===== config.mk =====
export PLATFORM = sky130hd
export DESIGN_NAME = vc_credit_link_arb
export DESIGN_NICKNAME = d
export VERILOG_FILES = /design/src/rtl/vc_credit_link_arb.sv
export SDC_FILE = /design/constraint.sdc
export NUM_CORES = 1
export LEC_CHECK = 0
export CORE_AREA = 5 5 85 87
export DETAILED_ROUTE_END_ITERATION = 10
export DIE_AREA = 0 0 90 92
export GPL_TIMING_DRIVEN = 1
export PLACE_DENSITY = 0.79
export SETUP_SLACK_MARGIN = 0.15
export SLEW_MARGIN = 30
export SYNTH_ARGS = -nofsm -noshare
export SYNTH_HDL_FRONTEND = slang
export SYNTH_SLANG_ARGS = --single-unit

===== constraint.sdc =====
create_clock -name clk -period 2.8 [get_ports clk]
set_clock_uncertainty 0.05 [all_clocks]
set_input_delay 0.56 -clock clk [delete_from_list [all_inputs] [get_ports clk]]
set_output_delay 0.56 -clock clk [all_outputs]
set_load 0.01 [all_outputs]

===== src/rtl/vc_credit_link_arb.sv =====
// vc_credit_link_arb: output-link scheduler. Shares one physical link among
// VC_W virtual channels with round-robin arbitration, tracks downstream buffer
// space with per-VC credit counters, and drives a registered payload plus a
// one-hot VC valid.
module vc_credit_link_arb #(
    parameter int N       = 4,
    parameter int A_W     = 3,
    parameter int D_W     = 32,
    parameter int VC_W    = 2,
    parameter int CREDITS = 4,
    parameter int CNT_W   = $clog2(CREDITS + 1)
) (
    input  logic                       clk,
    input  logic                       rst,
    input  logic [VC_W-1:0][A_W+D_W:0] i,
    input  logic [VC_W-1:0]            i_v,
    output logic [VC_W-1:0]            i_bp,
    output logic [A_W+D_W:0]           o,
    output logic [VC_W-1:0]            o_v,
    input  logic [VC_W-1:0]            credit_ret,
    output logic [VC_W-1:0]            credit_avail,
    output logic                       cred_ovf
);

    localparam int P_W   = A_W + D_W + 1;
    localparam int PTR_W = (VC_W > 1) ? $clog2(VC_W) : 1;
    localparam logic [CNT_W-1:0] CNT_FULL = CNT_W'(CREDITS);

    // N is carried only so the block matches its neighbours' parameter set.
    if (N < 1 || VC_W < 1 || CREDITS < 1) begin : g_param_check
        $error("vc_credit_link_arb: N, VC_W and CREDITS must all be at least 1");
    end

    logic [VC_W-1:0][CNT_W-1:0] cnt_q, cnt_d;
    logic [PTR_W-1:0]           ptr_q, ptr_d;
    logic [P_W-1:0]             o_q, o_d;
    logic [VC_W-1:0]            o_v_q, o_v_d;
    logic                       cred_ovf_q, cred_ovf_d;

    logic [VC_W-1:0]            elig;
    logic [VC_W-1:0]            gnt;
    logic [PTR_W-1:0]           gnt_idx;
    logic                       gnt_any;

    // Credit availability from registered counts only, so a returned credit
    // becomes usable one cycle later and credit_ret never reaches i_bp or o.
    always_comb begin
        credit_avail = '0;
        for (int v = 0; v < VC_W; v++) begin
            credit_avail[v] = (cnt_q[v] != '0);
        end
        elig = rst ? '0 : (i_v & credit_avail);
    end

    // Round-robin pick: first eligible VC scanning from ptr upward with wrap.
    always_comb begin
        gnt     = '0;
        gnt_idx = '0;
        gnt_any = 1'b0;
        for (int k = 0; k < VC_W; k++) begin
            if (!gnt_any && elig[(int'(ptr_q) + k) % VC_W]) begin
                gnt[(int'(ptr_q) + k) % VC_W] = 1'b1;
                gnt_idx = PTR_W'((int'(ptr_q) + k) % VC_W);
                gnt_any = 1'b1;
            end
        end
    end

    // Output register and pointer next-state: payload holds when idle.
    always_comb begin
        o_d   = o_q;
        o_v_d = gnt;
        ptr_d = ptr_q;
        if (gnt_any) begin
            o_d = i[gnt_idx];
            if (int'(gnt_idx) == VC_W - 1) begin
                ptr_d = '0;
            end else begin
                ptr_d = gnt_idx + PTR_W'(1);
            end
        end
    end

    // Credit counters: grant consumes, return refills; a return into a full
    // counter is dropped and latches the sticky overflow flag.
    always_comb begin
        cnt_d      = cnt_q;
        cred_ovf_d = cred_ovf_q;
        for (int v = 0; v < VC_W; v++) begin
            case ({gnt[v], credit_ret[v]})
                2'b10: cnt_d[v] = cnt_q[v] - CNT_W'(1);
                2'b01: begin
                    if (cnt_q[v] == CNT_FULL) begin
                        cred_ovf_d = 1'b1;
                    end else begin
                        cnt_d[v] = cnt_q[v] + CNT_W'(1);
                    end
                end
                default: cnt_d[v] = cnt_q[v];
            endcase
        end
    end

    // State registers with synchronous reset; downstream buffers share rst,
    // so restoring full credit keeps both sides consistent.
    always_ff @(posedge clk) begin
        if (rst) begin
            cnt_q      <= {VC_W{CNT_FULL}};
            ptr_q      <= '0;
            o_q        <= '0;
            o_v_q      <= '0;
            cred_ovf_q <= 1'b0;
        end else begin
            cnt_q      <= cnt_d;
            ptr_q      <= ptr_d;
            o_q        <= o_d;
            o_v_q      <= o_v_d;
            cred_ovf_q <= cred_ovf_d;
        end
    end

    // Port drives.
    always_comb begin
        i_bp     = i_v & ~gnt;
        o        = o_q;
        o_v      = o_v_q;
        cred_ovf = cred_ovf_q;
    end

endmodule


## After elaboration in Yosys (flattened, before gate mapping)

Index checks and enable logic that the tools add are counted.

- $add $sub $neg: 6
- Order comparisons: 5
- Eq/ne operators: 8
- Muxes and demuxes: 27
- Bitwise operators: 5
- Reductions and logical operators: 10

Operators with widths:

| cell | number |
|---|---|
| $mux 36 | 2 |
| $mux 1 | 16 |
| $pmux 3 s2 | 2 |
| $add 3x1->3 const B | 2 |
| $eq 3x3->1 const B | 2 |
| $mux 2 | 3 |
| $mux 3 | 2 |
| $reduce_bool 3->1 | 2 |
| $sub 3x1->3 const B | 2 |
| $and 2x2->2 | 2 |
| $eq 2x1->1 const B | 2 |
| $eq 2x2->1 const B | 2 |
| $lt 1x2->1 const B | 2 |
| $ne 2x2->1 const B | 2 |
| $reduce_and 2->1 | 2 |
| $reduce_bool 2->1 | 2 |
| $logic_and 1x1->1 | 3 |
| $lt 2x3->1 const B | 1 |
| $add 1x1->1 const B | 2 |
| $demux 1 s1 | 2 |
| $ge 2x1->1 const B | 1 |
| $not 2->2 | 1 |
| $or 2x2->2 | 1 |
| $and 1x1->1 const A | 1 |
| 2 further kinds | 2 |

- Register bits after elaboration: 46
- Logic and storage cells: 67

## Logic depth before layout (Yosys ltp)

- Depth in word-level cells: 13
- Depth in mapped cells: 11
- Gate-level depth less buffers: 10

## Worst setup path before layout

Ideal clock, no wire load.

- Kind: input port to flip-flop
- Start point: in rst
- End point: reg cnt_q[5] (netlist name)
- Setup time: 115 ps
- Arrival: 2410 ps
- Required time: 2635 ps
- Setup slack: 224 ps
- Stages: 10
- Path buffers: 2
- Cells stage by stage: buf_2 -> nand2b_4 -> o311ai_4 -> buf_6 -> nand2_1 -> xor2_1 -> ha_1 -> nor3_1 -> or4_1 -> and3_1

- Longest elaborated chain between the ends: 10
- Elaborated cells on any way between the ends: 18
- Classes of those cells: 3 x eq/ne; 10 x mux; 1 x bitwise; 4 x reduce/logical

Ends and longest elaborated chain:

| item | RTL line | source |
|---|---|---|
| start: declaration | 14 | `input logic rst,` |
| $mux 2 | 52 | `elig = rst ? '0 : (i_v & credit_avail);` |
| $mux 1 (implied by the code) (2 in series) | 61 | `if (!gnt_any && elig[(int'(ptr_q) + k) % VC_W]) begin` |
| $mux 1 | 61 |  |
| $logic_not 1->1 | 61 |  |
| $logic_and 1x1->1 | 61 |  |
| $mux 2 | 61 |  |
| $eq 2x1->1 or $eq 2x2->1 (tied branches) | 90 | `case ({gnt[v], credit_ret[v]})` |
| $ne 2x2->1 (no source line) or $reduce_bool 2->1 (tied branches) | -- |  |
| $reduce_and 2->1 (no source line) | -- |  |
| end signal: assignment | 108 | `cnt_q <= {VC_W{CNT_FULL}};` |
| end signal: assignment | 114 | `cnt_q <= cnt_d;` |
| end: declaration | 34 | `logic [VC_W-1:0][CNT_W-1:0] cnt_q, cnt_d;` |

Several ways; a longest one is shown, not always the timed one. The select of a mux whose other input is x is not followed.
A chain may end at the register's enable or synchronous reset.

## Worst setup path in the final report

- Start point: reg cnt_q[5] (netlist name)
- End point: out i_bp[1]

- Longest elaborated chain between the ends: 11
- Elaborated cells on any way between the ends: 16
- Classes of those cells: 9 x mux; 4 x bitwise; 3 x reduce/logical

Ends and longest elaborated chain:

| item | RTL line | source |
|---|---|---|
| $reduce_bool 3->1 (*) | 50 | `credit_avail[v] = (cnt_q[v] != '0);` |
| $and 2x2->2 (*) | 52 |  |
| $mux 2 (*) | 52 |  |
| $mux 1 (implied by the code) (2 in series) | 61 |  |
| $mux 1 | 61 |  |
| $logic_not 1->1 | 61 |  |
| $logic_and 1x1->1 | 61 |  |
| $mux 2 (*) | 61 |  |
| $not 2->2 (*) | 124 | `i_bp = i_v & ~gnt;` |
| $and 2x2->2 (*) | 124 |  |
| end: declaration | 17 | `output logic [VC_W-1:0] i_bp,` |

Mark *: on every way between the ends. The rest lies on a longest branch, timed or not. The select of a mux whose other input is x is not followed.

==> results <==
[registers in the layout (all words and copies together) (netlist names)]
name and cells:
ptr_q 1, o 36, cnt_q 6, cred_ovf 1, o_v 2
[routing by layer]
layer	vias up	wire length [um]	share of wire, %	GRT usage (%)
met2	75	3840	52	31.6
met3	10	387	5.2	3.76
met4	0	93	1.3	5.09
li1	1239	-	-	-
met1	1174	3070	42	20.6
met5	-	0	0	0
[per-stage QoR]
step                      setup slack, ps  total power, W
final                                 272         0.00197
after global placement               72.6         0.00147
after detailed placement             52.1         0.00149
after global routing                  179         0.00209
after CTS                             222         0.00200
after floorplan                       224         0.00117
[final timing paths]
check	to	cells after the start	startpoint	slack (ps)
min	o[6]	2	o[6]	450
max reg2reg	cnt_q[5]	8	cnt_q[5]	660
max	i_bp[1]	4	cnt_q[5]	270
min reg2reg	o[6]	2	o[6]	450
[power groups by stage]
stage	clock, W	combinational [W]	sequential [W]
after CTS	0.000520	0.000675	0.000801
final	0.000507	0.000668	0.000800
after global routing	0.000547	0.000727	0.000813
after global placement	0	0.000656	0.000811
after detailed placement	0	0.000673	0.000816
after floorplan	0	0.000336	0.000836
[logic make-up after synthesis]
family / Yosys count / share of synthesized area [%]
and+or+nand+nor: 155 / 29.3
DFF: 46 / 36.5
adders and majority gates: 2 / 0.993
xor gates and xnor gates: 2 / 0.695
AOI/OAI and AO/OA: 51 / 26.3
buffers and inverters: 27 / 6.21
[cell usage in the layout, fill, tap and decap left out, types with 4 or more instances in the layout]
cell and instances:
dfxtp_1 46, nand4b_1 4, nor4b_1 4, a311oi_2 34, clkbuf_8 5, buf_4 10
nand3_1 7, nor3b_1 6, o21ai_0 6, clkdlybuf4s50_1 117, nand2_1 77, or4_1 4
nor2_1 37
[tightest hold or removal path, cell delays in order, from the launching register on]
cell and delay [ps]:
dfxtp_1 320, nor2_1 90, a311oi_1 50
[area by class of cell]
| cell class | count | area, um2 | share of cell area, % |
|---|---|---|---|
| multi-input cells | 210 | 1450 | 37.4 |
| repair buffers | 131 | 1290 | 33.2 |
| clock inverters | 3 | 43.8 | 1.13 |
| clock buffers | 5 | 68.8 | 1.77 |
| flip-flops and latches | 46 | 921 | 23.7 |
| well taps | 77 | 96.3 | 2.48 |
| inverters | 3 | 11.3 | 0.290 |
[what timing repair did]
item | 4_1_cts | 5_1_grt
setup buffers | 0 | 1
pin swaps | 0 | 1
gates resized for setup | 3 | 0
endpoints found under the setup margin | 2 | 1
==> reports/qor.csv <==
metric,value,unit
syn_area_per_cell,8.90,um2
Period minus WS final,2530,ps
"Period Utilization, post-route",90.3,%
DIE WIDTH,90,um
CTS tree,done,
outcome,"complete, no violations",
Post-synth EDFFs,0,
drt total wl,7.40,mm
Num Clock Sinks,46,
Startpoint Class,flop,
Nets,477,
Worst Path Max Fanout,7,
"Largest stage delay, worst path",530,ps
worst-margin pin slew,496,ps
gr usage total,17.5,%
IO Port Bufs,120,
VDD IR max,278,uV
crit path DAT,1920,ps
cell area after layout,0.00388,mm2
CP required,2190,ps
setup TNS,0,ps
sequential share of power,40.5,%
DRT iter0 DRCs,89,
register area share after synthesis,36.5,%
core area,0.00628,mm2
router iterations before antenna repair,4,
post-synthesis cell count,283,
crit end category,output port,
power per cell area,509,mW/mm2
register bit total from synthesis,46,
root buffer cell,clkbuf_8,
gr ovfl total,0,
switching share of power,31.0,%
placed cells,466,
vias in the first global route,2516,
"delay-heaviest family, CP",simple AND/OR/NAND/NOR gates,
"CTS clk-pin slew, worst paths",90,ps
Hold Path Class,reg -> reg,
io pins,121,
Num CTS Buffers,5,
proportion of layout cells with a drive suffix above 1,15.8,%
prevailing post-synth register cell,dfxtp_1,
via count,2498,
critical path type,reg -> out,
drt wl/cell,15.6,um
Pleak,1.42,nW
Die Area,0.00828,mm2
Post-Synthesis Cell Area,0.00252,mm2
H-Tree Depth,2,
DP Wirelength,5.52,mm
Clock Latency Late Sink,300,ps
row count,29,
Placed Area,0.00376,mm2
hold_buf cts,0,
switching power,0.000612,W
final cell count without fillers,475,
Bufs and invs on worst path,1,
maxcap violations,0,
post-route ant nets,0,
cell taking the most area after synthesis,dfxtp_1,
final design utilization,61.8,%
Die Height,92,um
max_slew headroom,66.9,%
unrepaired setup endpoints after global routing,false,
clock group share of total power,25.7,%
Netlist cell types,37,
initial antenna violation count,0,
final setup violation count,0,
DR DRC count,0,
hold_ws,450,ps
Post-synth ARST share,0,%
Internal Dissipation,0.00136,W
Antenna diodes,0,
Syn Nets,363,
yosys synthesis warning count,0,
combinational share of power,33.8,%
area grow syn2layout,54.1,%
most frequent cells after synthesis,"nand2_1 (77), dfxtp_1 (46), nor2_1 (37), a311oi_2 (34), buf_2 (8)",
slowest CP cell,clkdlybuf4s50_1,
Slew Limit Fails,0,
CP cell instances,or3_4 > o311ai_4 > and2_1 > clkdlybuf4s50_1,
Initial Util,40.1,%
Vias per Instance,5.26,
"count leader, synth",nand2_1,
FILL cells,529,
final hold vios,0,
first-pass GRT wire length,12.2,mm
leading post-synthesis cells by cell area,"dfxtp_1 (37%), a311oi_2 (20%), nand2_1 (11%)",
deepest clock path buffer count,2,
post-synth top area share,36.5,%
Max Freq,396,MHz
largest net degree at the start of global routing,47,
gpl congestion,0.744,
Note: power is estimated with default switching activity, not from simulation.
